[src/rtl/mem_arbiter.sv]
// mem_arbiter: lets the instruction-fetch requester and the data-memory
// requester share a single RAM port. Data requests have priority. A starvation
// counter forces a fetch grant after STARVE_LIMIT data grants in a row while a
// fetch is waiting. The block also holds the LL/SC link register that decides
// whether an atomic store (SC) goes ahead.
//
// Ports:
//   CLK, RST            clock (rising edge), asynchronous active-high reset
//   iREN, iaddr         fetch request and address
//   iwait, iload        fetch still pending / fetched word (valid when iwait low)
//   dREN, dWEN          data read / write request (write wins if both are high)
//   datomic             marks dREN as LL and dWEN as SC
//   daddr, dstore       data address / store data
//   dwait, dload        data still pending / load data, or SC result (1 = ok)
//   link_clear          external invalidate of the link register
//   ramREN, ramWEN      RAM read / write enable
//   ramaddr, ramstore   RAM address / write data
//   ramload, ram_ready  RAM read data / RAM finishes the access this cycle
module mem_arbiter #(
    parameter int WORD_W       = 32,
    parameter int STARVE_LIMIT = 4
) (
    input  logic              CLK,
    input  logic              RST,
    input  logic              iREN,
    input  logic [WORD_W-1:0] iaddr,
    output logic              iwait,
    output logic [WORD_W-1:0] iload,
    input  logic              dREN,
    input  logic              dWEN,
    input  logic              datomic,
    input  logic [WORD_W-1:0] daddr,
    input  logic [WORD_W-1:0] dstore,
    output logic              dwait,
    output logic [WORD_W-1:0] dload,
    input  logic              link_clear,
    output logic              ramREN,
    output logic              ramWEN,
    output logic [WORD_W-1:0] ramaddr,
    output logic [WORD_W-1:0] ramstore,
    input  logic [WORD_W-1:0] ramload,
    input  logic              ram_ready
);

    typedef enum logic [1:0] {IDLE, IGNT, DGNT} state_t;

    localparam logic [3:0] LIMIT = 4'(STARVE_LIMIT);

    state_t            state;
    logic [3:0]        starve_cnt;
    logic              link_valid;
    logic [WORD_W-1:0] link_addr;

    logic d_req;
    logic link_hit;
    logic grant_d;
    logic i_done;
    logic d_done;
    logic ll_done;
    logic link_kill;

    // RAM signals and responses are combinational from the current state and
    // the granted requester's live inputs. Reset forces state to IDLE, so the
    // outputs fall back to their idle values immediately.
    always_comb begin
        // NOTE: every output gets a default before the case so that no path
        // leaves a value unassigned, which would otherwise infer a latch.
        d_req     = dREN | dWEN;
        link_hit  = link_valid && (daddr == link_addr);
        grant_d   = d_req && !(iREN && (starve_cnt == LIMIT));
        ramREN    = 1'b0;
        ramWEN    = 1'b0;
        ramaddr   = '0;
        ramstore  = '0;
        iwait     = iREN;
        dwait     = d_req;
        iload     = '0;
        dload     = '0;
        i_done    = 1'b0;
        d_done    = 1'b0;
        ll_done   = 1'b0;
        link_kill = 1'b0;

        unique case (state)
            IGNT: begin
                // A withdrawn fetch leaves the enables low and the FSM exits.
                if (iREN) begin
                    ramREN  = 1'b1;
                    ramaddr = iaddr;
                    if (ram_ready) begin
                        iwait  = 1'b0;
                        iload  = ramload;
                        i_done = 1'b1;
                    end
                end
            end
            DGNT: begin
                if (dWEN) begin
                    if (datomic && !link_hit) begin
                        // SC fail: answer at once, RAM untouched.
                        dwait  = 1'b0;
                        d_done = 1'b1;
                    end else begin
                        ramWEN   = 1'b1;
                        ramaddr  = daddr;
                        ramstore = dstore;
                        if (ram_ready) begin
                            dwait     = 1'b0;
                            d_done    = 1'b1;
                            // SC success reports 1; a plain store reports 0.
                            dload     = {{(WORD_W-1){1'b0}}, datomic};
                            link_kill = link_hit;
                        end
                    end
                end else if (dREN) begin
                    ramREN  = 1'b1;
                    ramaddr = daddr;
                    if (ram_ready) begin
                        dwait   = 1'b0;
                        dload   = ramload;
                        d_done  = 1'b1;
                        ll_done = datomic;
                    end
                end
            end
            default: ;
        endcase
    end

    // NOTE: sequential state uses non-blocking assignments so every register
    // samples the pre-edge values, independent of statement order.
    always_ff @(posedge CLK or posedge RST) begin
        if (RST) begin
            state      <= IDLE;
            starve_cnt <= '0;
            link_valid <= 1'b0;
            link_addr  <= '0;
        end else begin
            unique case (state)
                IDLE: begin
                    if (grant_d) begin
                        state <= DGNT;
                        if (iREN && starve_cnt < LIMIT)
                            starve_cnt <= starve_cnt + 4'd1;
                    end else if (iREN) begin
                        state      <= IGNT;
                        starve_cnt <= '0;
                    end
                end
                IGNT:    if (i_done || !iREN) state <= IDLE;
                DGNT:    if (d_done || !d_req) state <= IDLE;
                default: state <= IDLE;
            endcase

            // A completing LL beats a simultaneous invalidate.
            if (ll_done) begin
                link_valid <= 1'b1;
                link_addr  <= daddr;
            end else if (link_clear || link_kill) begin
                link_valid <= 1'b0;
            end
        end
    end

endmodule

[config.mk]
export PLATFORM = sky130hd
export DESIGN_NAME = mem_arbiter
export DESIGN_NICKNAME = d
export VERILOG_FILES = /design/src/rtl/mem_arbiter.sv
export SDC_FILE = /design/constraint.sdc
export NUM_CORES = 1
export LEC_CHECK = 0
export CAP_MARGIN = 20
export CORE_AREA = 2 2 105 107
export CTS_BUF_LIST = sky130_fd_sc_hd__clkbuf_8
export DETAILED_ROUTE_END_ITERATION = 10
export DIE_AREA = 0 0 107 109
export GPL_TIMING_DRIVEN = 0
export PLACE_DENSITY = 0.78
export SLEW_MARGIN = 20
export SYNTH_ARGS = -nofsm -noshare
export SYNTH_HDL_FRONTEND = slang
export SYNTH_SLANG_ARGS = --single-unit
[constraint.sdc]
create_clock -name CLK -period 2.7 [get_ports CLK]
set_input_delay 0.675 -clock CLK [delete_from_list [all_inputs] [get_ports CLK]]
set_output_delay 0.675 -clock CLK [all_outputs]
set_load 0.05 [all_outputs]
==> metrics.md <==
| Metric | Value |
|---|---|
| Worst R2R Setup Slack | 0.14 ns |
| EDFF count, synth | 0 |
| Ys async rst share | 100% |
| Worst Skew | 0.0122 ns |
| Hold Crit Class | reg2reg |
| Most common cell in the netlist | nand2_1 |
| Number of remaining DRC errors | 0 |
| First drt pass iteration count | 5 |
| Post-synth cell types | 34 |
| Relative slew slack | 60.8% |
| Wire per inst | 19.3 µm |
| Worst EP arrival | 2.47 ns |
| Worst Path Required | 2.03 ns |
| Min setup slack post-route | -0.442 ns |
| Most frequent cells after synthesis | nand2_1, nor2_1, dfrtp_1 |
| Fmax | 0.318 GHz |
| Total grt overflow | 0 |
| Reg2Reg Depth | 8 |
| Hold depth | 1 |
| Gr usage total | 26.9% |
| Initial antenna violation count | 1 |
| Area Growth Syn to Fin | 134% |
| Die ar. | 11700 µm² |
| Fin util | 72.9% |
| VDD IR-drop max | 0.357 mV |
| Num rows | 38 |
| Pin count of the biggest net entering global routing | 27 |
| Clk sinks | 39 |
| Critical path type | in2out |
| Failing checks | negative setup slack |
| Via Count | 4532 |
| Min cycle time layout | 3.14 ns |
| Post-route ant nets | 0 |
| Filler cell count | 783 |
| Synth Net Count | 570 |
| Crit path max fanout | 5 |
| Worst setup SP type | input port |
| Worst-path clk slew | 0.08 ns |
| Ys Warns | 0 |
| Slew @ Worst Pin | 0.588 ns |
| Area leader, netlist | dfrtp_1 |
| DR vias/cell | 5.20 |
| Design Power | 4.86 mW |
| Final WL | 16800 µm |
| Die Y | 109 µm |
| Setup WS pre-CTS | -1.84 ns |
| TritonCTS clock tree | yes |
| Placed instance area | 6940 µm² |
| Clk buf depth | 2 |
| Ports | 268 |
| Final Cycle Share | 116% |
| Clock latency on the worst-skew pair | 0.31 ns |
| H-Tree Depth | 2 |
| Post-DP HPWL | 12200 µm |
| Ys flop type | dfrtp_1 |
| Final Cell Area | 7730 µm² |
| Nets | 871 |
| Post-synthesis cell area | 3310 µm² |
| CTS Buf Count | 5 |
| LEAKAGE | 3.30 nW |
| Number of port buffers | 267 |
| Post-synthesis sequential area ratio | 29.5% |
| First-pass GRT wire length | 24400 µm |
| Starting Density | 31.2% |
| Core ar. | 10600 µm² |
| GP Congestion | 0.885 |
| Yosys top cell area share | 29.5% |
| Footprint of the multi-input gates | 3100 µm² |
| Synth area leaders | dfrtp_1, mux2_2, a311oi_1 |
| Max-slew violations | 0 |
| #FFs+latches synth | 39 |
| Status | complete, but fails checks |
| Post-Syn Instances | 429 |
| Number of global-route vias before repair | 4679 |
| Fin Hold WS | 0.532 ns |
| Syn avg cell area | 7.71 µm² |
| Die span in x | 107 µm |
| Max cap viols | 0 |
| Final hold violations | 0 |
| Root buffer cell | clkbuf_8 |
| Worst Setup End Kind | output port |
| Pwr per Cell Area | 629 nW/µm² |
| RSZ-0062 raised after global routing | true |
| Reg area | 976 µm² |
| 1st-iter DRT viols | 267 |
| Final setup fails | 79 |
| Fraction of layout cells with a size suffix above 1 | 49.0% |
## registers in the layout, indices dropped and copies added, names as in the netlist
signal      flops
starve_cnt      4
state           2
link_addr      32
link_valid      1
## cells in the final DEF, fill, tap and decap left out, drive strengths merged, types with 5 or more instances in the layout
cell	n
clkdlybuf4s50	98
nand3	6
ha	5
nand2	73
a21oi	36
mux2	32
clkdlybuf4s15	9
and2	33
nor2	68
clkbuf	29
xnor2	32
dlygate4sd2	17
dfrtp	39
nand4	8
a311oi	32
buf	176
inv	8
## critical path, cell delays in order
cell       delay [ns]
buf_8            0.11
xnor2_4          0.18
nand4_1          0.18
nor4_4           0.38
nand3_2          0.15
buf_8            0.18
clkbuf_16        0.17
a311oi_4         0.24
buf_6            0.20
## final cells by class
| class | instances | area share, % |
|---|---|---|
| Buffer | 31 | 4.19 |
| Sequential cell | 39 | 12.6 |
| Timing Repair Buffer | 295 | 39.2 |
| Antenna cell | 1 | 0.0324 |
| Clock inverter | 3 | 0.210 |
| Multi-Input combinational cell | 350 | 40.1 |
| Clock buffer | 5 | 0.890 |
| Inverter | 8 | 0.437 |
| Tap cell | 140 | 2.27 |
## worst paths after layout
check,from,endpoint
max in group asynchronous,RST,link_addr[1]
setup / recovery,daddr[24],ramaddr[16]
setup reg to reg,state[0],link_addr[16]
min in group asynchronous,RST,state[0]
hold / removal,link_addr[6],link_addr[6]
hold reg to reg,link_addr[6],link_addr[6]
## through the flow
step           TNS, ns  cells
2_1_floorplan   -12.98    429
3_3_place_gp   -186.27    836
3_5_place_dp   -190.33    837
4_1_cts         -24.97    863
5_1_grt         -36.55    872
6_report        -27.57    872
## cells by family after synthesis
group	count (synthesis)	synth area share, %
compound gates	81	17.1
fa+ha+maj	5	1.89
mux	34	11.5
buf+inv	40	4.76
simple gates	198	26.8
xor+xnor	32	8.47
flops	39	29.5
## power breakdown
group | leakage (nW) | switching, mW | internal (mW)
Clock | 0.0453 | 0.224 | 0.177
Sequential | 0.486 | 0.231 | 0.848
Combinational | 2.76 | 1.89 | 1.50
Total | 3.30 | 2.34 | 2.52
## layer usage
layer,global-route usage (%),share of wire [%]
met1,28.9,37
met2,51.8,54
met4,7.33,2.0
met5,0,0
met3,7.11,7.5
## what timing repair did
item | in CTS | in global routing
pin swaps | 41 | 22
resized for setup | 979 | 108
setup buffers | 13 | 9
gates cloned | 6 | 0
hold buffers | 0 | 0
setup endpoints to repair | 134 | 128
Power figures use the tool's default switching activity.
